<file path="src/rtl/score_display_pkg.sv">
// Shared types and constants for the score BCD display converter.
package score_display_pkg;

  typedef enum logic [1:0] {IDLE, SHIFT, DONE} state_e;

  localparam int unsigned BCD_W = 4;
  localparam logic [BCD_W-1:0] BCD_MAX_DIGIT = 4'd9;

  // Counter must hold BIN_W itself, hence the +1.
  function automatic int unsigned cnt_width(input int unsigned bin_w);
    return $clog2(bin_w + 1);
  endfunction

endpackage

</file>
<file path="src/rtl/score_bcd_display_if.sv">
// Request/result bundle between a game-logic master and the BCD display converter.
interface score_bcd_display_if #(
    parameter int unsigned BIN_W      = 16,
    parameter int unsigned NUM_DIGITS = 6
);

    logic [BIN_W-1:0]        value_i;
    logic                    load_i;
    logic                    busy_o;
    logic                    valid_o;
    logic [NUM_DIGITS*4-1:0] digits_o;
    logic [NUM_DIGITS-1:0]   enables_o;
    logic                    overflow_o;

    modport master (
        output value_i, load_i,
        input  busy_o, valid_o, digits_o, enables_o, overflow_o
    );

    modport slave (
        input  value_i, load_i,
        output busy_o, valid_o, digits_o, enables_o, overflow_o
    );

endinterface

</file>
<file path="src/rtl/bcd_add3.sv">
// Double-dabble per-nibble correction: add 3 to any digit >= 5; flags non-BCD input.
module bcd_add3
    import score_display_pkg::*;
(
    input  logic [BCD_W-1:0] nibble_i,
    output logic [BCD_W-1:0] nibble_o,
    output logic             ovf_o
);

    assign nibble_o = (nibble_i >= BCD_W'(5)) ? nibble_i + BCD_W'(3) : nibble_i;
    assign ovf_o    = (nibble_i > BCD_MAX_DIGIT);

endmodule

</file>
<file path="src/rtl/score_bcd_display.sv">
// Sequential binary-to-BCD converter feeding the HEX seven-segment decoders.
// Optional leading-zero blanking of enables_o under macro LEADING_ZERO_BLANK_EN.
module score_bcd_display
    import score_display_pkg::*;
#(
    parameter int unsigned BIN_W      = 16,
    parameter int unsigned NUM_DIGITS = 6
) (
    input logic                clk,
    input logic                reset_n,
    score_bcd_display_if.slave bus
);

    localparam int unsigned ACC_W = NUM_DIGITS * BCD_W;
    localparam int unsigned CNT_W = cnt_width(BIN_W);

    state_e             state_q, state_d;
    logic [ACC_W-1:0]   bcd_q, bcd_d;
    logic [BIN_W-1:0]   bin_q, bin_d;
    logic [CNT_W-1:0]   cnt_q, cnt_d;
    logic               ovf_q, ovf_d;
    logic [ACC_W-1:0]   digits_q, digits_d;
    logic               overflow_q, overflow_d;
    logic               valid_q, valid_d;
    logic [ACC_W-1:0]   adj;
    logic [NUM_DIGITS-1:0] nib_ovf;

    for (genvar i = 0; i < NUM_DIGITS; i++) begin : g_add3
        bcd_add3 u_add3 (
            .nibble_i (bcd_q[i*BCD_W +: BCD_W]),
            .nibble_o (adj[i*BCD_W +: BCD_W]),
            .ovf_o    (nib_ovf[i])
        );
    end

    always_comb begin
        state_d    = state_q;
        bcd_d      = bcd_q;
        bin_d      = bin_q;
        cnt_d      = cnt_q;
        ovf_d      = ovf_q;
        digits_d   = digits_q;
        overflow_d = overflow_q;
        valid_d    = 1'b0;
        unique case (state_q)
            IDLE: begin
                if (bus.load_i) begin
                    bin_d   = bus.value_i;
                    bcd_d   = '0;
                    cnt_d   = CNT_W'(BIN_W);
                    ovf_d   = 1'b0;
                    state_d = SHIFT;
                end
            end
            SHIFT: begin
                bcd_d = {adj[ACC_W-2:0], bin_q[BIN_W-1]};
                bin_d = {bin_q[BIN_W-2:0], 1'b0};
                // A corrected top nibble >= 8 loses its MSB on the shift.
                ovf_d = ovf_q | adj[ACC_W-1] | (|nib_ovf);
                cnt_d = cnt_q - CNT_W'(1);
                if (cnt_q == CNT_W'(1)) state_d = DONE;
            end
            DONE: begin
                digits_d   = ovf_q ? {NUM_DIGITS{BCD_MAX_DIGIT}} : bcd_q;
                overflow_d = ovf_q;
                valid_d    = 1'b1;
                state_d    = IDLE;
            end
            default: state_d = IDLE;
        endcase
    end

    always_ff @(posedge clk or negedge reset_n) begin
        if (!reset_n) begin
            state_q    <= IDLE;
            bcd_q      <= '0;
            bin_q      <= '0;
            cnt_q      <= '0;
            ovf_q      <= 1'b0;
            digits_q   <= '0;
            overflow_q <= 1'b0;
            valid_q    <= 1'b0;
        end else begin
            state_q    <= state_d;
            bcd_q      <= bcd_d;
            bin_q      <= bin_d;
            cnt_q      <= cnt_d;
            ovf_q      <= ovf_d;
            digits_q   <= digits_d;
            overflow_q <= overflow_d;
            valid_q    <= valid_d;
        end
    end

`ifdef LEADING_ZERO_BLANK_EN
    logic [NUM_DIGITS-1:0] enables_q, blank_en;
    logic                  seen_nz;

    // Scan from the top digit down; a digit is lit once any digit at or above it is non-zero.
    always_comb begin
        seen_nz  = 1'b0;
        blank_en = '0;
        for (int i = NUM_DIGITS - 1; i > 0; i--) begin
            seen_nz     = seen_nz | (bcd_q[i*BCD_W +: BCD_W] != '0);
            blank_en[i] = seen_nz;
        end
        blank_en[0] = 1'b1;
    end

    always_ff @(posedge clk or negedge reset_n) begin
        if (!reset_n) begin
            enables_q <= NUM_DIGITS'(1);
        end else if (state_q == DONE) begin
            enables_q <= ovf_q ? '1 : blank_en;
        end
    end

    assign bus.enables_o = enables_q;
`else
    assign bus.enables_o = '1;
`endif

    assign bus.busy_o     = (state_q != IDLE);
    assign bus.valid_o    = valid_q;
    assign bus.digits_o   = digits_q;
    assign bus.overflow_o = overflow_q;

endmodule

</file>
<file path="src/flat_wrapper.sv">
// flat-port wrapper written by rule: the top's interface ports become plain ports
module score_bcd_display_flat import score_display_pkg::*;
#(
    parameter int unsigned BIN_W      = 16,
    parameter int unsigned NUM_DIGITS = 6
)
  (clk, reset_n, bus_value_i, bus_load_i, bus_busy_o, bus_valid_o, bus_digits_o, bus_enables_o, bus_overflow_o);
  score_bcd_display_if #(.BIN_W(BIN_W), .NUM_DIGITS(NUM_DIGITS)) bus_i ();
  input logic clk;
  input logic reset_n;
  input wire logic [$bits(bus_i.value_i)-1:0] bus_value_i;
  input wire logic [$bits(bus_i.load_i)-1:0] bus_load_i;
  output wire logic [$bits(bus_i.busy_o)-1:0] bus_busy_o;
  output wire logic [$bits(bus_i.valid_o)-1:0] bus_valid_o;
  output wire logic [$bits(bus_i.digits_o)-1:0] bus_digits_o;
  output wire logic [$bits(bus_i.enables_o)-1:0] bus_enables_o;
  output wire logic [$bits(bus_i.overflow_o)-1:0] bus_overflow_o;
  assign bus_i.value_i = bus_value_i;
  assign bus_i.load_i = bus_load_i;
  assign bus_busy_o = bus_i.busy_o;
  assign bus_valid_o = bus_i.valid_o;
  assign bus_digits_o = bus_i.digits_o;
  assign bus_enables_o = bus_i.enables_o;
  assign bus_overflow_o = bus_i.overflow_o;
  score_bcd_display #(.BIN_W(BIN_W), .NUM_DIGITS(NUM_DIGITS)) u_core (.clk(clk), .reset_n(reset_n), .bus(bus_i));
endmodule
</file>
<file path="config.mk">
export PLATFORM = sky130hd
export DESIGN_NAME = score_bcd_display_flat
export DESIGN_NICKNAME = d
export VERILOG_FILES = /design/src/rtl/score_display_pkg.sv /design/src/rtl/score_bcd_display_if.sv /design/src/rtl/bcd_add3.sv /design/src/rtl/score_bcd_display.sv /design/src/flat_wrapper.sv
export SDC_FILE = /design/constraint.sdc
export NUM_CORES = 1
export LEC_CHECK = 0
export BUFFER_PORTS_ARGS = -buffer_cell sky130_fd_sc_hd__buf_2
export CAP_MARGIN = 20
export CORE_ASPECT_RATIO = 1.1
export CORE_UTILIZATION = 30
export DETAILED_ROUTE_END_ITERATION = 12
export GPL_ROUTABILITY_DRIVEN = 0
export GPL_TIMING_DRIVEN = 1
export PLACE_DENSITY = 0.58
export SYNTH_ARGS = -nofsm -noshare
export SYNTH_HDL_FRONTEND = slang
export SYNTH_SLANG_ARGS = --single-unit
</file>
<file path="constraint.sdc">
create_clock -name clk -period 4.1 [get_ports clk]
set_clock_uncertainty 0.15 [all_clocks]
set_input_delay 0.41 -clock clk [delete_from_list [all_inputs] [get_ports clk]]
set_output_delay 0.41 -clock clk [all_outputs]
set_load 0.03 [all_outputs]
</file>
### Word-level counts from Yosys, hierarchy flattened

Index checks and enable logic that the tools add are counted.

* flip-flop bits (word level): 74
* bits in latches: 0
* memory bits (writable): 0
* ROM bits: 0
* input bits: 19
* output and inout bits: 33
* word-level logic and storage cells: 59
* memories: 0

* $add $sub $neg: 7
* multipliers: 0
* div/mod/pow operators: 0
* order comparisons: 12
* equality and inequality tests: 5
* shifts and indexed selects: 0
* muxes and demuxes: 19
* bitwise logic cells: 2
* reduce and logical (&&, ||, !) cells: 6

Operator list (number)
* $mux 24: 2
* $pmux 24 s2: 1
* $pmux 16 s2: 1
* $add 4x2->4 const B: 6
* $ge 4x3->1 const B: 6
* $gt 4x4->1 const B: 6
* $mux 4: 6
* $mux 16: 1
* $pmux 5 s2: 1
* $reduce_or 6->1: 1
* $eq 5x1->1 const B: 1
* $mux 5: 1
* $sub 5x1->5 const B: 1
* $mux 2: 2
* $pmux 2 s2: 1
* $reduce_and 2->1: 2
* $reduce_bool 2->1: 2
* $eq 2x1->1 const B: 1
* $eq 2x2->1 const B: 1
* $logic_not 2->1: 1
* $mux 1: 2
* $ne 2x1->1 const B: 1
* $ne 2x2->1 const B: 1
* $or 1x1->1: 2
* $pmux 1 s2: 1

### Depth between registers and ports, before layout

Gate-level depths: netlist of the first run.

* depth in word-level cells: 5
* depth in mapped cells: 6
* gate-level depth less buffers: 6

### Modules after synthesis

Synthesis of the first run repeated with hierarchy kept, for this count alone.

* cells, all modules: 384
* area, all modules: 3688.5 um2

By module, submodules not included
* score_bcd_display: instances 1, cells each 276, area each 3012.9 um2, seq. area each 1851.8 um2
* bcd_add3: instances 6, cells each 18, area each 112.6 um2, seq. area each 0.0 um2

### Worst setup path before layout of the first run

OpenSTA, ideal clock, no wires.

* kind: register to register
* from: register u_core.bcd_q[0]
* to: register u_core.bcd_q[2]
* setup time: 0.083 ns
* data arrival time: 1.487 ns
* required time: 3.867 ns
* setup slack: 2.380 ns
* cell stages (with the launch flop): 7
* buffers on the path: 0
* period minus slack after synthesis: 1.720 ns
* cell sequence: dfrtp_1 > inv_1 > ha_1 > nand2b_1 > a21oi_1 > mux2_2 > o21ai_0

* longest elaborated chain between the ends: 3
* elaborated cells between the ends (all ways): 4

RTL lines
* start: declaration: RTL line score_bcd_display.sv:18 `logic [ACC_W-1:0] bcd_q, bcd_d;`
* start signal: assignment: RTL line score_bcd_display.sv:76 `bcd_q <= '0;`
* start signal: assignment: RTL line score_bcd_display.sv:85 `bcd_q <= bcd_d;`
* $add 4x2->4 / $ge 4x3->1 (equally long branches): RTL line bcd_add3.sv:10 `assign nibble_o = (nibble_i >= BCD_W'(5)) ? nibble_i + BCD_W'(3) : nibble_i;`
* $mux 4 (*): RTL line bcd_add3.sv:10
* $pmux 24 s2 (*): RTL line score_bcd_display.sv:45 `unique case (state_q)`

Mark *: on every way between the ends. The rest lies on a longest branch, timed or not.
A chain may end at the register's enable or synchronous reset.

### Worst setup path in the final report of the first run

* from: register u_core.state_q[1]
* to: register u_core.bcd_q[19]

* longest elaborated chain between the ends: 3
* elaborated cells between the ends (all ways): 6

RTL lines
* start: declaration: RTL line score_bcd_display.sv:17 `state_e state_q, state_d;`
* start signal: assignment: RTL line score_bcd_display.sv:84 `state_q <= state_d;`
* $eq 2x1->1 / $logic_not 2->1 (equally long branches): RTL line score_bcd_display.sv:45
* $reduce_bool 2->1 (no line) / $ne 2x2->1 (equally long branches)
* $reduce_and 2->1 (no line)

Parallel ways exist; a longest one is shown, timed or not.

==> results of run 1 <==
==> layout make-up <==
cell class	instances	area share
sequential	74	0.438
multi-input combinational	259	0.371
timing repair buffer	51	0.0639
clock buffer	11	0.0574
tap	150	0.0444
inverter	15	0.0133
clock inverter	5	0.0127
==> sequential cells by signal, summed over array words and instances (netlist names) <==
name / flops
u_core.bus.overflow_o: 1
u_core.bus.valid_o: 1
u_core.bcd_q: 24
u_core.bus.digits_o: 24
u_core.cnt_q: 5
u_core.state_q: 2
u_core.ovf_q: 1
u_core.bin_q: 16
==> through the flow <==
stage | cells | setup slack [ps] | area, µm²
finish | 565 | 1950 | 4230
global route | 565 | 1780 | 4230
CTS | 565 | 1960 | 4230
detailed placement | 549 | 1970 | 3940
global placement | 549 | 2030 | 3940
floorplan | 376 | 2380 | 3620
==> power groups by stage <==
stage | combinational, mW | clock [mW] | sequential, mW
finish | 1.23 | 0.784 | 1.26
global route | 1.40 | 0.839 | 1.31
CTS | 1.24 | 0.804 | 1.26
detailed placement | 1.24 | 0 | 1.27
global placement | 1.20 | 0 | 1.27
floorplan | 0.889 | 0 | 1.30
==> layer usage <==
metal  wire length, µm  share of wire
met1              3740           0.49
met2              3350           0.44
met3               379          0.050
met4               131          0.017
met5                 0              0
==> layout by cell type (no fill, tap or decap), types with 3 or more instances in the layout <==
cell type	synthesis	layout
sky130_fd_sc_hd__nand2_1	60	60
sky130_fd_sc_hd__buf_2	14	45
sky130_fd_sc_hd__o21ai_1	3	3
sky130_fd_sc_hd__clkbuf_16	0	9
sky130_fd_sc_hd__conb_1	1	6
sky130_fd_sc_hd__xnor2_1	6	6
sky130_fd_sc_hd__nand2b_1	14	14
sky130_fd_sc_hd__clkinv_2	0	3
sky130_fd_sc_hd__mux2_2	7	7
sky130_fd_sc_hd__dfrtp_1	74	74
sky130_fd_sc_hd__o21ai_0	37	37
sky130_fd_sc_hd__a32o_1	6	6
sky130_fd_sc_hd__ha_1	14	14
sky130_fd_sc_hd__o31ai_1	17	17
sky130_fd_sc_hd__buf_4	6	6
sky130_fd_sc_hd__a22oi_1	20	20
sky130_fd_sc_hd__inv_1	15	15
sky130_fd_sc_hd__nand3_1	22	22
sky130_fd_sc_hd__nor2_1	18	18
sky130_fd_sc_hd__a21oi_1	9	9
==> cell families (layout without fill, tap and decap cells) <==
family / after synthesis / in the layout / synth area share
buffers and inverters: 43 / 82 / 0.0559
and+or+nand+nor: 128 / 128 / 0.169
muxes: 7 / 7 / 0.0219
AOI/OAI and AO/OA: 96 / 96 / 0.170
other: 1 / 6 / 0.00104
adders and majority gates: 14 / 14 / 0.0486
xor gates and xnor gates: 8 / 8 / 0.0195
DFF: 74 / 74 / 0.514
==> worst paths after layout <==
check                      slack [ps]  cells after the start                                  end                                start
max in group asynchronous        2910                      2          u_core.cnt_q[0]$_DFFE_PN0P_                              reset_n
min                                80                      1  u_core.bus.digits_o[12]$_DFFE_PN0P_                              reset_n
min in group clk                  120                      3          u_core.bin_q[0]$_DFFE_PN0P_                       bus_value_i[0]
max reg2reg                      1950                      5         u_core.bcd_q[19]$_DFFE_PN0P_        u_core.state_q[1]$_DFFE_PN0P_
min reg2reg                       320                      2  u_core.bus.digits_o[22]$_DFFE_PN0P_  u_core.bus.digits_o[22]$_DFFE_PN0P_
max                              1950                      5         u_core.bcd_q[19]$_DFFE_PN0P_        u_core.state_q[1]$_DFFE_PN0P_
==> results_tabular.tex, run 1 <==
\begin{tabular}{lr}
\hline
Metric & Value \\
\hline
\multicolumn{2}{l}{\textbf{Global route}} \\
Layer with the highest usage after global routing & met2 \\
Routing usage on met3 & 0.0365 \\
Total routing usage reported by global routing & 0.134 \\
Met1 track utilization from global routing & 0.179 \\
Global-route wire length before repair & 13000 µm \\
Grt met2 use & 0.202 \\
Initial antenna violation count & 0 \\
Gr ovfl total & 0 \\
Pin count of the biggest net entering global routing & 44 \\
Via count of the first global-routing pass & 2685 \\
\multicolumn{2}{l}{\textbf{Pwr}} \\
Net switching power of the design & 1.27 mW \\
Seq pwr share & 0.386 \\
Overall power consumption & 3.28 mW \\
Power Dens Cells & 774 nW/µm² \\
Cell Int Power & 2.00 mW \\
Leakage & 2.02 nW \\
Clock group share of total power & 0.239 \\
Logic pwr share & 0.375 \\
Switching Fraction & 0.388 \\
Worst vdd ir & 0.224 mV \\
\multicolumn{2}{l}{\textbf{Final layout}} \\
Antenna cell count & 0 \\
Layout area overhead & 17.5\% \\
Fraction of layout instances using a drive strength above 1 & 0.190 \\
FF/Latch Area & 1850 µm² \\
FILL cells & 1213 \\
Final core area utilization & 0.365 \\
Nets & 443 \\
Area of the multi-input gates & 1570 µm² \\
\multicolumn{2}{l}{\textbf{Synth}} \\
Number of synthesized flops with an enable pin & 0 \\
Post-synthesis register bit count & 74 \\
Library cell with the highest instance count after synthesis & sky130\_fd\_sc\_hd\_\_dfrtp\_1 \\
Portion of synthesized cell area occupied by the leading cell type & 0.514 \\
Async SR Flop Fraction & 1.00 \\
Gate count after technology mapping & 371 \\
Synth cell count leaders & 74 x sky130\_fd\_sc\_hd\_\_dfrtp\_1, 60 x sky130\_fd\_sc\_hd\_\_nand2\_1, 37 x sky130\_fd\_sc\_hd\_\_o21ai\_0 \\
Count of yosys warnings during synthesis & 0 \\
Cell type with the largest total area after synthesis & sky130\_fd\_sc\_hd\_\_dfrtp\_1 \\
Post-synth design cell area & 3600 µm² \\
Portion of the post-synthesis area used by sequential elements & 0.514 \\
Most used DFF post-synth & sky130\_fd\_sc\_hd\_\_dfrtp\_1 \\
Synthesized area per cell & 9.71 µm² \\
Distinct cell type count after synthesis & 36 \\
Leading post-synthesis cells by cell area & sky130\_fd\_sc\_hd\_\_dfrtp\_1 51\%, sky130\_fd\_sc\_hd\_\_nand2\_1 6.3\%, sky130\_fd\_sc\_hd\_\_o21ai\_0 5.1\%, sky130\_fd\_sc\_hd\_\_ha\_1 4.9\%, sky130\_fd\_sc\_hd\_\_a22oi\_1 4.2\% \\
\multicolumn{2}{l}{\textbf{Floorplanning}} \\
Die W & 106 µm \\
FP Rows & 41 \\
Top Ports & 52 \\
Placeable core region & 11600 µm² \\
Height of the die & 117 µm \\
Die Area & 12400 µm² \\
Initial core utilization & 0.311 \\
\multicolumn{2}{l}{\textbf{Timing}} \\
Share of the clock period used by the worst path & 0.524 \\
Final critical delay including setup and external delays & 2150 ps \\
Final max-slew violation count & 0 \\
Tightest Pin Transition & 967 ps \\
Worst slew margin relative to its limit & 0.355 \\
FMAX & 0.465 GHz \\
Unrepaired setup endpoints after global routing & no \\
Final hold violation count & 0 \\
Setup total negative slack & 0 ps \\
Final hold slack & 79.4 ps \\
Final number of setup-violating endpoints & 0 \\
\multicolumn{2}{l}{\textbf{Clock tree}} \\
Maximum level of the CTS H-tree & 3 \\
Insertion delay to the later sink of the worst-skew pair & 330 ps \\
\# resized after CTS & 0 \\
Number of buffers created by CTS & 9 \\
Root Buffer Master & sky130\_fd\_sc\_hd\_\_clkbuf\_16 \\
Clock transition time at the flip-flop clock pins of the worst setup and hold paths & 60 ps \\
CTS sink cnt & 74 \\
Post-CTS Setup Bufs & 0 \\
Clock tree from TritonCTS & yes \\
CTS Buffer Depth & 2 \\
Number of hold buffers added after CTS & 0 \\
\multicolumn{2}{l}{\textbf{Route}} \\
1st-pass router iterations & 4 \\
Routed WL per cell & 13.4 µm \\
Via count of the routed design & 2756 \\
Antenna Violating Nets Remaining & 0 \\
Starting DRT DRC Count & 144 \\
Post-Route WL & 7600 µm \\
Residual DRC count & 0 \\
Detail-routed via count per cell & 4.88 \\
\multicolumn{2}{l}{\textbf{Setup path}} \\
Worst Path Arrival & 2210 ps \\
Delay contributed by the slowest stage of the critical path & 580 ps \\
Type of element capturing the critical path & register \\
Cell Chain, Critical Path & nand2b\_1, buf\_4, nand2\_4, o31ai\_1, a32o\_1 \\
Data required time of the worst path & 4160 ps \\
Crit path launch type & register \\
Worst Setup Path Type & reg -> reg \\
Count of buffer and inverter cells on the critical path & 1 \\
Kind of cell adding the most delay to the critical path & simple AND/OR/NAND/NOR gates \\
Crit-path max FO & 26 \\
Critical-path cell with the highest stage delay & sky130\_fd\_sc\_hd\_\_nand2b\_1 \\
\multicolumn{2}{l}{\textbf{Place}} \\
Half-perimeter wire length after placement & 5160 µm \\
Port Buffers & 45 \\
\multicolumn{2}{l}{\textbf{Outcome}} \\
Outcome & finished clean \\
\multicolumn{2}{l}{\textbf{Worst hold path}} \\
Classification of the worst-slack hold path & in -> async \\
\multicolumn{2}{l}{\textbf{Job}} \\
Max-capacitance violation count & 0 \\
\hline
\end{tabular}
Note: power is estimated with default switching activity, not from simulation.
==> run 2: changes to the inputs <==
Clock period 4.1 ns to 2.2 ns, I/O delays scaled along.
==> run 2 against run 1 <==
Compared with the run above:
- sequential share of layout area down 2.9 points
- register-to-register slack lost 1700 ps
- clock power rose by 130%
- maximum frequency is 12% higher
- flip-flop and latch count is the same
- global-route usage is 0.45 points higher
- via count is 3.8% higher
==> results_tabular.tex, run 2 (synthesized netlist as in run 1, its figures left out) <==
\begin{tabular}{lr}
\hline
Metric & Value \\
\hline
\multicolumn{2}{l}{\textbf{Global route}} \\
Gr ovfl total & 0 (unchanged) \\
Total routing usage reported by global routing & 0.138 (+0.00454) \\
Global-route wire length before repair & 13400 µm (+3.0\%) \\
Initial antenna violation count & 0 (unchanged) \\
Via count of the first global-routing pass & 2777 (+3.4\%) \\
Pin count of the biggest net entering global routing & 75 (+70\%) \\
\multicolumn{2}{l}{\textbf{Clock tree}} \\
Root Buffer Master & sky130\_fd\_sc\_hd\_\_clkbuf\_16 \\
\# resized after CTS & 0 (unchanged) \\
CTS Buffer Depth & 2 (unchanged) \\
Insertion delay to the later sink of the worst-skew pair & 330 ps (about the same) \\
Number of buffers created by CTS & 9 (unchanged) \\
Clock tree from TritonCTS & yes \\
CTS sink cnt & 74 (unchanged) \\
Clock transition time at the flip-flop clock pins of the worst setup and hold paths & 60 ps (about the same) \\
Maximum level of the CTS H-tree & 3 (unchanged) \\
Post-CTS Setup Bufs & 0 (unchanged) \\
\multicolumn{2}{l}{\textbf{Worst hold path}} \\
Number of cells on the worst hold path & 3 \\
Hold Path End & u\_core.state\_q[0]\$\_DFFE\_PN0P\_ \\
Classification of the worst-slack hold path & in -> reg \\
Hold Crit Start & bus\_load\_i \\
\multicolumn{2}{l}{\textbf{Floorplanning}} \\
Initial core utilization & 0.311 (unchanged) \\
Placeable core region & 11600 µm² (unchanged) \\
Height of the die & 117 µm (unchanged) \\
FP Rows & 41 (unchanged) \\
Die W & 106 µm (unchanged) \\
Top Ports & 52 (unchanged) \\
Die Area & 12400 µm² (unchanged) \\
\multicolumn{2}{l}{\textbf{Route}} \\
Detail-routed via count per cell & 4.86 (-0.42\%) \\
Post-Route WL & 7920 µm (+4.2\%) \\
Residual DRC count & 0 (unchanged) \\
Starting DRT DRC Count & 156 (+8.3\%) \\
Antenna Violating Nets Remaining & 0 (unchanged) \\
Routed WL per cell & 13.4 µm (about the same) \\
Via count of the routed design & 2861 (+3.8\%) \\
1st-pass router iterations & 4 (unchanged) \\
\multicolumn{2}{l}{\textbf{Setup path}} \\
Worst Setup Path Type & reg -> reg \\
Cell depth of the worst flop-to-flop path & 6 (+1) \\
Endpoint of the worst-slack reg-to-reg timing path & u\_core.bcd\_q[2]\$\_DFFE\_PN0P\_ \\
Worst-case register-to-register setup slack & 280 ps (-1670 ps) \\
Start of the worst register-to-register path & u\_core.bcd\_q[0]\$\_DFFE\_PN0P\_ \\
Crit path launch type & register \\
Type of element capturing the critical path & register \\
Worst Path Arrival & 2020 ps (-190 ps) \\
Worst setup path startpoint & u\_core.bcd\_q[0]\$\_DFFE\_PN0P\_ \\
Data required time of the worst path & 2300 ps (-1860 ps) \\
Crit-path max FO & 5 (-81\%) \\
\multicolumn{2}{l}{\textbf{Timing}} \\
Final hold violation count & 0 (unchanged) \\
Final number of setup-violating endpoints & 0 (unchanged) \\
Final max-slew violation count & 0 (unchanged) \\
FMAX & 0.520 GHz (+12\%) \\
Worst slew margin relative to its limit & 0.635 (+0.279) \\
Unrepaired setup endpoints after global routing & no \\
Setup total negative slack & 0 ps (unchanged) \\
Final critical delay including setup and external delays & 1920 ps (-227 ps) \\
Share of the clock period used by the worst path & 0.874 (+0.350) \\
Tightest Pin Transition & 546 ps (-422 ps) \\
\multicolumn{2}{l}{\textbf{Final layout}} \\
Most frequent cells in the layout & 74 x sky130\_fd\_sc\_hd\_\_dfrtp\_1, 60 x sky130\_fd\_sc\_hd\_\_nand2\_1, 45 x sky130\_fd\_sc\_hd\_\_buf\_2, 37 x sky130\_fd\_sc\_hd\_\_o21ai\_0, 22 x sky130\_fd\_sc\_hd\_\_nand3\_1 \\
Nets & 467 (+5.4\%) \\
Antenna cell count & 0 (unchanged) \\
FF/Latch Area & 1850 µm² (unchanged) \\
Fraction of layout instances using a drive strength above 1 & 0.196 (+0.00554) \\
FILL cells & 1194 (-1.6\%) \\
Most frequent standard cell in the layout excluding fill and tap cells & sky130\_fd\_sc\_hd\_\_dfrtp\_1 \\
Area of the multi-input gates & 1570 µm² (unchanged) \\
Non-Filler Instances & 589 (+4.2\%) \\
Layout area overhead & 26.0\% \\
\multicolumn{2}{l}{\textbf{Place}} \\
Half-perimeter wire length after placement & 5260 µm (+2.1\%) \\
Number of cells in the design after placement & 556 (+1.3\%) \\
Port Buffers & 45 (unchanged) \\
\multicolumn{2}{l}{\textbf{Pwr}} \\
Leakage & 2.15 nW (+6.7\%) \\
Power Dens Cells & 1440 nW/µm² (+86\%) \\
Worst vdd ir & 0.509 mV (+130\%) \\
\multicolumn{2}{l}{\textbf{Outcome}} \\
Outcome & finished clean \\
\multicolumn{2}{l}{\textbf{Job}} \\
Max-capacitance violation count & 0 (unchanged) \\
\hline
\end{tabular}
run 2: where the power goes:
part	leakage (nW)	switching, mW	internal (mW)
clock	0.177	0.574	1.23
sequential	0.955	0.457	1.86
combinational	1.02	1.39	1.02
total	2.15	2.42	4.11
run 2: worst max-delay path by stage:
| stage | cells after the start | endpoint | slack, ps |
|---|---|---|---|
| CTS | 6 | u_core.bcd_q[2]$_DFFE_PN0P_ | 270 |
| detailed placement | 6 | u_core.bcd_q[2]$_DFFE_PN0P_ | 300 |
| global placement | 6 | u_core.bcd_q[18]$_DFFE_PN0P_ | 390 |
| finish | 6 | u_core.bcd_q[2]$_DFFE_PN0P_ | 280 |
| floorplan | 6 | u_core.bcd_q[2]$_DFFE_PN0P_ | 480 |
| global route | 6 | u_core.bcd_q[2]$_DFFE_PN0P_ | 120 |
run 2: cell type report:
class	instances	area share
flip-flops and latches	74	0.408
repair buffers	75	0.111
multi-input cells	259	0.346
clock inverters	6	0.0303
well taps	150	0.0414
inverters	15	0.0124
clock buffers	10	0.0505
run 2: worst max-delay path, cell delays in order (launching register included):
cell and delay [ps]:
sky130_fd_sc_hd__dfrtp_1 390, sky130_fd_sc_hd__inv_1 170, sky130_fd_sc_hd__ha_1 250, sky130_fd_sc_hd__nand2b_1 70, sky130_fd_sc_hd__a21oi_1 300, sky130_fd_sc_hd__mux2_2 370, sky130_fd_sc_hd__o21ai_0 150
run 2: through the flow:
| stage | instance area [µm²] | worst slack [ps] | utilization | hold slack (ps) | power, mW |
|---|---|---|---|---|---|
| 2_1_floorplan | 3620 | 480 | - | -226 | 4.08 |
| 3_3_place_gp | 4000 | 391 | 0.345 | 136 | 4.64 |
| 3_5_place_dp | 4000 | 299 | 0.345 | 139 | 4.74 |
| 4_1_cts | 4540 | 275 | 0.391 | 22.0 | 6.61 |
| 5_1_grt | 4540 | 116 | 0.391 | 48.6 | 7.04 |
| 6_report | 4540 | 277 | 0.391 | 37.1 | 6.53 |
run 2: timing repair:
| action | CTS | global route |
|---|---|---|
| hold endpoints to repair | 90 | 0 |
| endpoints found under the setup margin | 0 | 0 |
| hold buffers | 17 | 0 |
run 2: per-layer routing:
| metal | routed length [µm] | global-route usage |
|---|---|---|
| met5 | 0 | 0 |
| met4 | 80 | 0.0539 |
| met3 | 385 | 0.0399 |
| met2 | 3690 | 0.230 |
| met1 | 3760 | 0.171 |
==> run 3: changes to the inputs <==
Settings changed: REMOVE_ABC_BUFFERS set to 1.
==> run 3 against run 2 <==
Compared with the run above:
- first-iteration DRC count is 11% lower
- final cell count is 0.34% lower
- critical path depth stayed put
- register-to-register slack hardly changed
- power is 4.6% lower
- non-clock buffer count is 1 lower
- final area is 0.91% lower
- clock power is 17% lower
- die area stayed put
- largest cell class unchanged
- largest power group unchanged
- highest routed layer unchanged
==> results_tabular.tex, run 3 (synthesized netlist as in run 1, its figures left out) <==
\begin{tabular}{lr}
\hline
Metric & Value \\
\hline
\multicolumn{2}{l}{\textbf{Global route}} \\
Pin count of the biggest net entering global routing & 32 (-57\%) \\
Initial antenna violation count & 0 (unchanged) \\
Global-route wire length before repair & 13900 µm (+3.3\%) \\
Via count of the first global-routing pass & 2891 (+4.1\%) \\
Gr ovfl total & 0 (unchanged) \\
Total routing usage reported by global routing & 0.140 (+0.00199) \\
\multicolumn{2}{l}{\textbf{Clock tree}} \\
Maximum level of the CTS H-tree & 3 (unchanged) \\
Clock transition time at the flip-flop clock pins of the worst setup and hold paths & 60 ps (about the same) \\
\# resized after CTS & 0 (unchanged) \\
Root Buffer Master & sky130\_fd\_sc\_hd\_\_clkbuf\_16 \\
CTS Buffer Depth & 2 (unchanged) \\
Insertion delay to the later sink of the worst-skew pair & 330 ps (about the same) \\
Number of hold buffers added after CTS & 17 (unchanged) \\
Post-CTS Setup Bufs & 0 (unchanged) \\
Number of buffers created by CTS & 9 (unchanged) \\
CTS sink cnt & 74 (unchanged) \\
Clock tree from TritonCTS & yes \\
\multicolumn{2}{l}{\textbf{Floorplanning}} \\
Placeable core region & 11600 µm² (unchanged) \\
Die Area & 12400 µm² (unchanged) \\
Initial core utilization & 0.311 (unchanged) \\
Die W & 106 µm (unchanged) \\
Height of the die & 117 µm (unchanged) \\
FP Rows & 41 (unchanged) \\
Top Ports & 52 (unchanged) \\
\multicolumn{2}{l}{\textbf{Route}} \\
1st-pass router iterations & 4 (unchanged) \\
Post-Route WL & 7850 µm (-0.83\%) \\
Detail-routed via count per cell & 4.81 (-1.0\%) \\
Starting DRT DRC Count & 139 (-11\%) \\
Routed WL per cell & 13.4 µm (-0.50\%) \\
Antenna Violating Nets Remaining & 0 (unchanged) \\
Residual DRC count & 0 (unchanged) \\
Via count of the routed design & 2822 (-1.4\%) \\
\multicolumn{2}{l}{\textbf{Timing}} \\
Share of the clock period used by the worst path & 0.874 (about the same) \\
Final hold violation count & 0 (unchanged) \\
Final critical delay including setup and external delays & 1920 ps (+0.904 ps) \\
FMAX & 0.520 GHz (about the same) \\
Unrepaired setup endpoints after global routing & no \\
Worst slew margin relative to its limit & 0.622 (-0.0129) \\
Final number of setup-violating endpoints & 0 (unchanged) \\
Worst setup margin & 276 ps (-0.904 ps) \\
Final hold slack & 44.0 ps (+6.89 ps) \\
Tightest Pin Transition & 568 ps (+21.8 ps) \\
Final max-slew violation count & 0 (unchanged) \\
\multicolumn{2}{l}{\textbf{Setup path}} \\
Worst Setup Path Type & reg -> reg \\
Delay contributed by the slowest stage of the critical path & 420 ps (+30 ps) \\
Type of element capturing the critical path & register \\
Crit-path max FO & 5 (unchanged) \\
Crit path launch type & register \\
Data required time of the worst path & 2290 ps (about the same) \\
Cell Chain, Critical Path & inv\_1, ha\_1, nand2b\_1, a21oi\_1, mux2\_2, o21ai\_0 \\
Worst Path Arrival & 2010 ps (about the same) \\
Critical-path cell with the highest stage delay & sky130\_fd\_sc\_hd\_\_dfrtp\_1 \\
\multicolumn{2}{l}{\textbf{Final layout}} \\
Fraction of layout instances using a drive strength above 1 & 0.195 (-0.00139) \\
Most frequent standard cell in the layout excluding fill and tap cells & sky130\_fd\_sc\_hd\_\_dfrtp\_1 \\
Final core area utilization & 0.388 (-0.00356) \\
Nets & 466 (-0.21\%) \\
Most frequent cells in the layout & 74 x sky130\_fd\_sc\_hd\_\_dfrtp\_1, 60 x sky130\_fd\_sc\_hd\_\_nand2\_1, 45 x sky130\_fd\_sc\_hd\_\_buf\_2, 37 x sky130\_fd\_sc\_hd\_\_o21ai\_0, 22 x sky130\_fd\_sc\_hd\_\_nand3\_1 \\
Layout area overhead & 24.8\% \\
Antenna cell count & 0 (unchanged) \\
\multicolumn{2}{l}{\textbf{Pwr}} \\
Leakage & 2.13 nW (-0.78\%) \\
Worst vdd ir & 0.458 mV (-9.9\%) \\
Power Dens Cells & 1390 nW/µm² (-3.7\%) \\
Overall power consumption & 6.23 mW (-4.6\%) \\
\multicolumn{2}{l}{\textbf{Place}} \\
Port Buffers & 45 (unchanged) \\
Half-perimeter wire length after placement & 5290 µm (+0.42\%) \\
Setup WS pre-CTS & 301 ps (+1.82 ps) \\
\multicolumn{2}{l}{\textbf{Outcome}} \\
Outcome & finished clean \\
\multicolumn{2}{l}{\textbf{Worst hold path}} \\
Classification of the worst-slack hold path & in -> reg \\
\multicolumn{2}{l}{\textbf{Job}} \\
Max-capacitance violation count & 0 (unchanged) \\
\hline
\end{tabular}
run 3: cell types whose count changed in the layout (fill, tap and decap cells not counted), sizes merged:
cell    delta
bufinv     -3
clkbuf     +3
buf        -1
inv        -1
run 3: through the flow:
stage / area (µm²) / std cells / setup TNS [ps]
2_1_floorplan: 3470 / 348 / -31.5
3_3_place_gp: 4020 / 555 / 0
3_5_place_dp: 4020 / 555 / 0
4_1_cts: 4500 / 587 / 0
5_1_grt: 4500 / 587 / 0
6_report: 4500 / 587 / 0
run 3: cell type report:
type | instances | area (µm²)
Fill cell | 1199 | 7100
Sequential cell | 74 | 1850
Multi-Input combinational cell | 259 | 1570
Timing Repair Buffer | 74 | 523
Clock buffer | 13 | 270
Tap cell | 150 | 188
Inverter | 15 | 56.3
Clock inverter | 2 | 35.0
run 3: metal layers:
layer,global-route usage,part of all wire,wire length (µm),vias to the layer above
met5,0,0,0,-
met4,0.0566,0.012,95,0
met3,0.0255,0.035,271,9
met2,0.244,0.50,3890,57
met1,0.174,0.46,3590,1348
li1,-,-,-,1408
run 3: critical path, delay by kind of cell, from the launching register on:
| kind | cells | cell delay, ps |
|---|---|---|
| flip-flops | 1 | 420 |
| adder cells (fa/ha/maj) | 1 | 220 |
| buffers and inverters | 1 | 110 |
| AND/OR/NAND/NOR | 1 | 80 |
| multiplexers | 1 | 380 |
| AO/OA/AOI/OAI | 2 | 470 |
run 3: path summary, 6_finish.rpt:
| kind | depth (start not counted) | end | startpoint | slack, ps |
|---|---|---|---|---|
| setup / recovery | 6 | u_core.bcd_q[18]$_DFFE_PN0P_ | u_core.bcd_q[16]$_DFFE_PN0P_ | 280 |
| hold / removal | 3 | u_core.state_q[0]$_DFFE_PN0P_ | bus_load_i | 40 |
| setup reg to reg | 6 | u_core.bcd_q[18]$_DFFE_PN0P_ | u_core.bcd_q[16]$_DFFE_PN0P_ | 280 |
| hold reg to reg | 2 | u_core.bus.digits_o[21]$_DFFE_PN0P_ | u_core.bus.digits_o[21]$_DFFE_PN0P_ | 320 |
| max in group asynchronous | 3 | u_core.cnt_q[4]$_DFFE_PN0P_ | reset_n | 1050 |
| min in group asynchronous | 2 | u_core.bcd_q[18]$_DFFE_PN0P_ | reset_n | 280 |
run 3: report_power, final:
group          internal, mW  switching (mW)  leakage (nW)
combinational          1.03            1.38          1.03
clock                 0.963           0.534         0.152
sequential             1.86           0.456         0.955
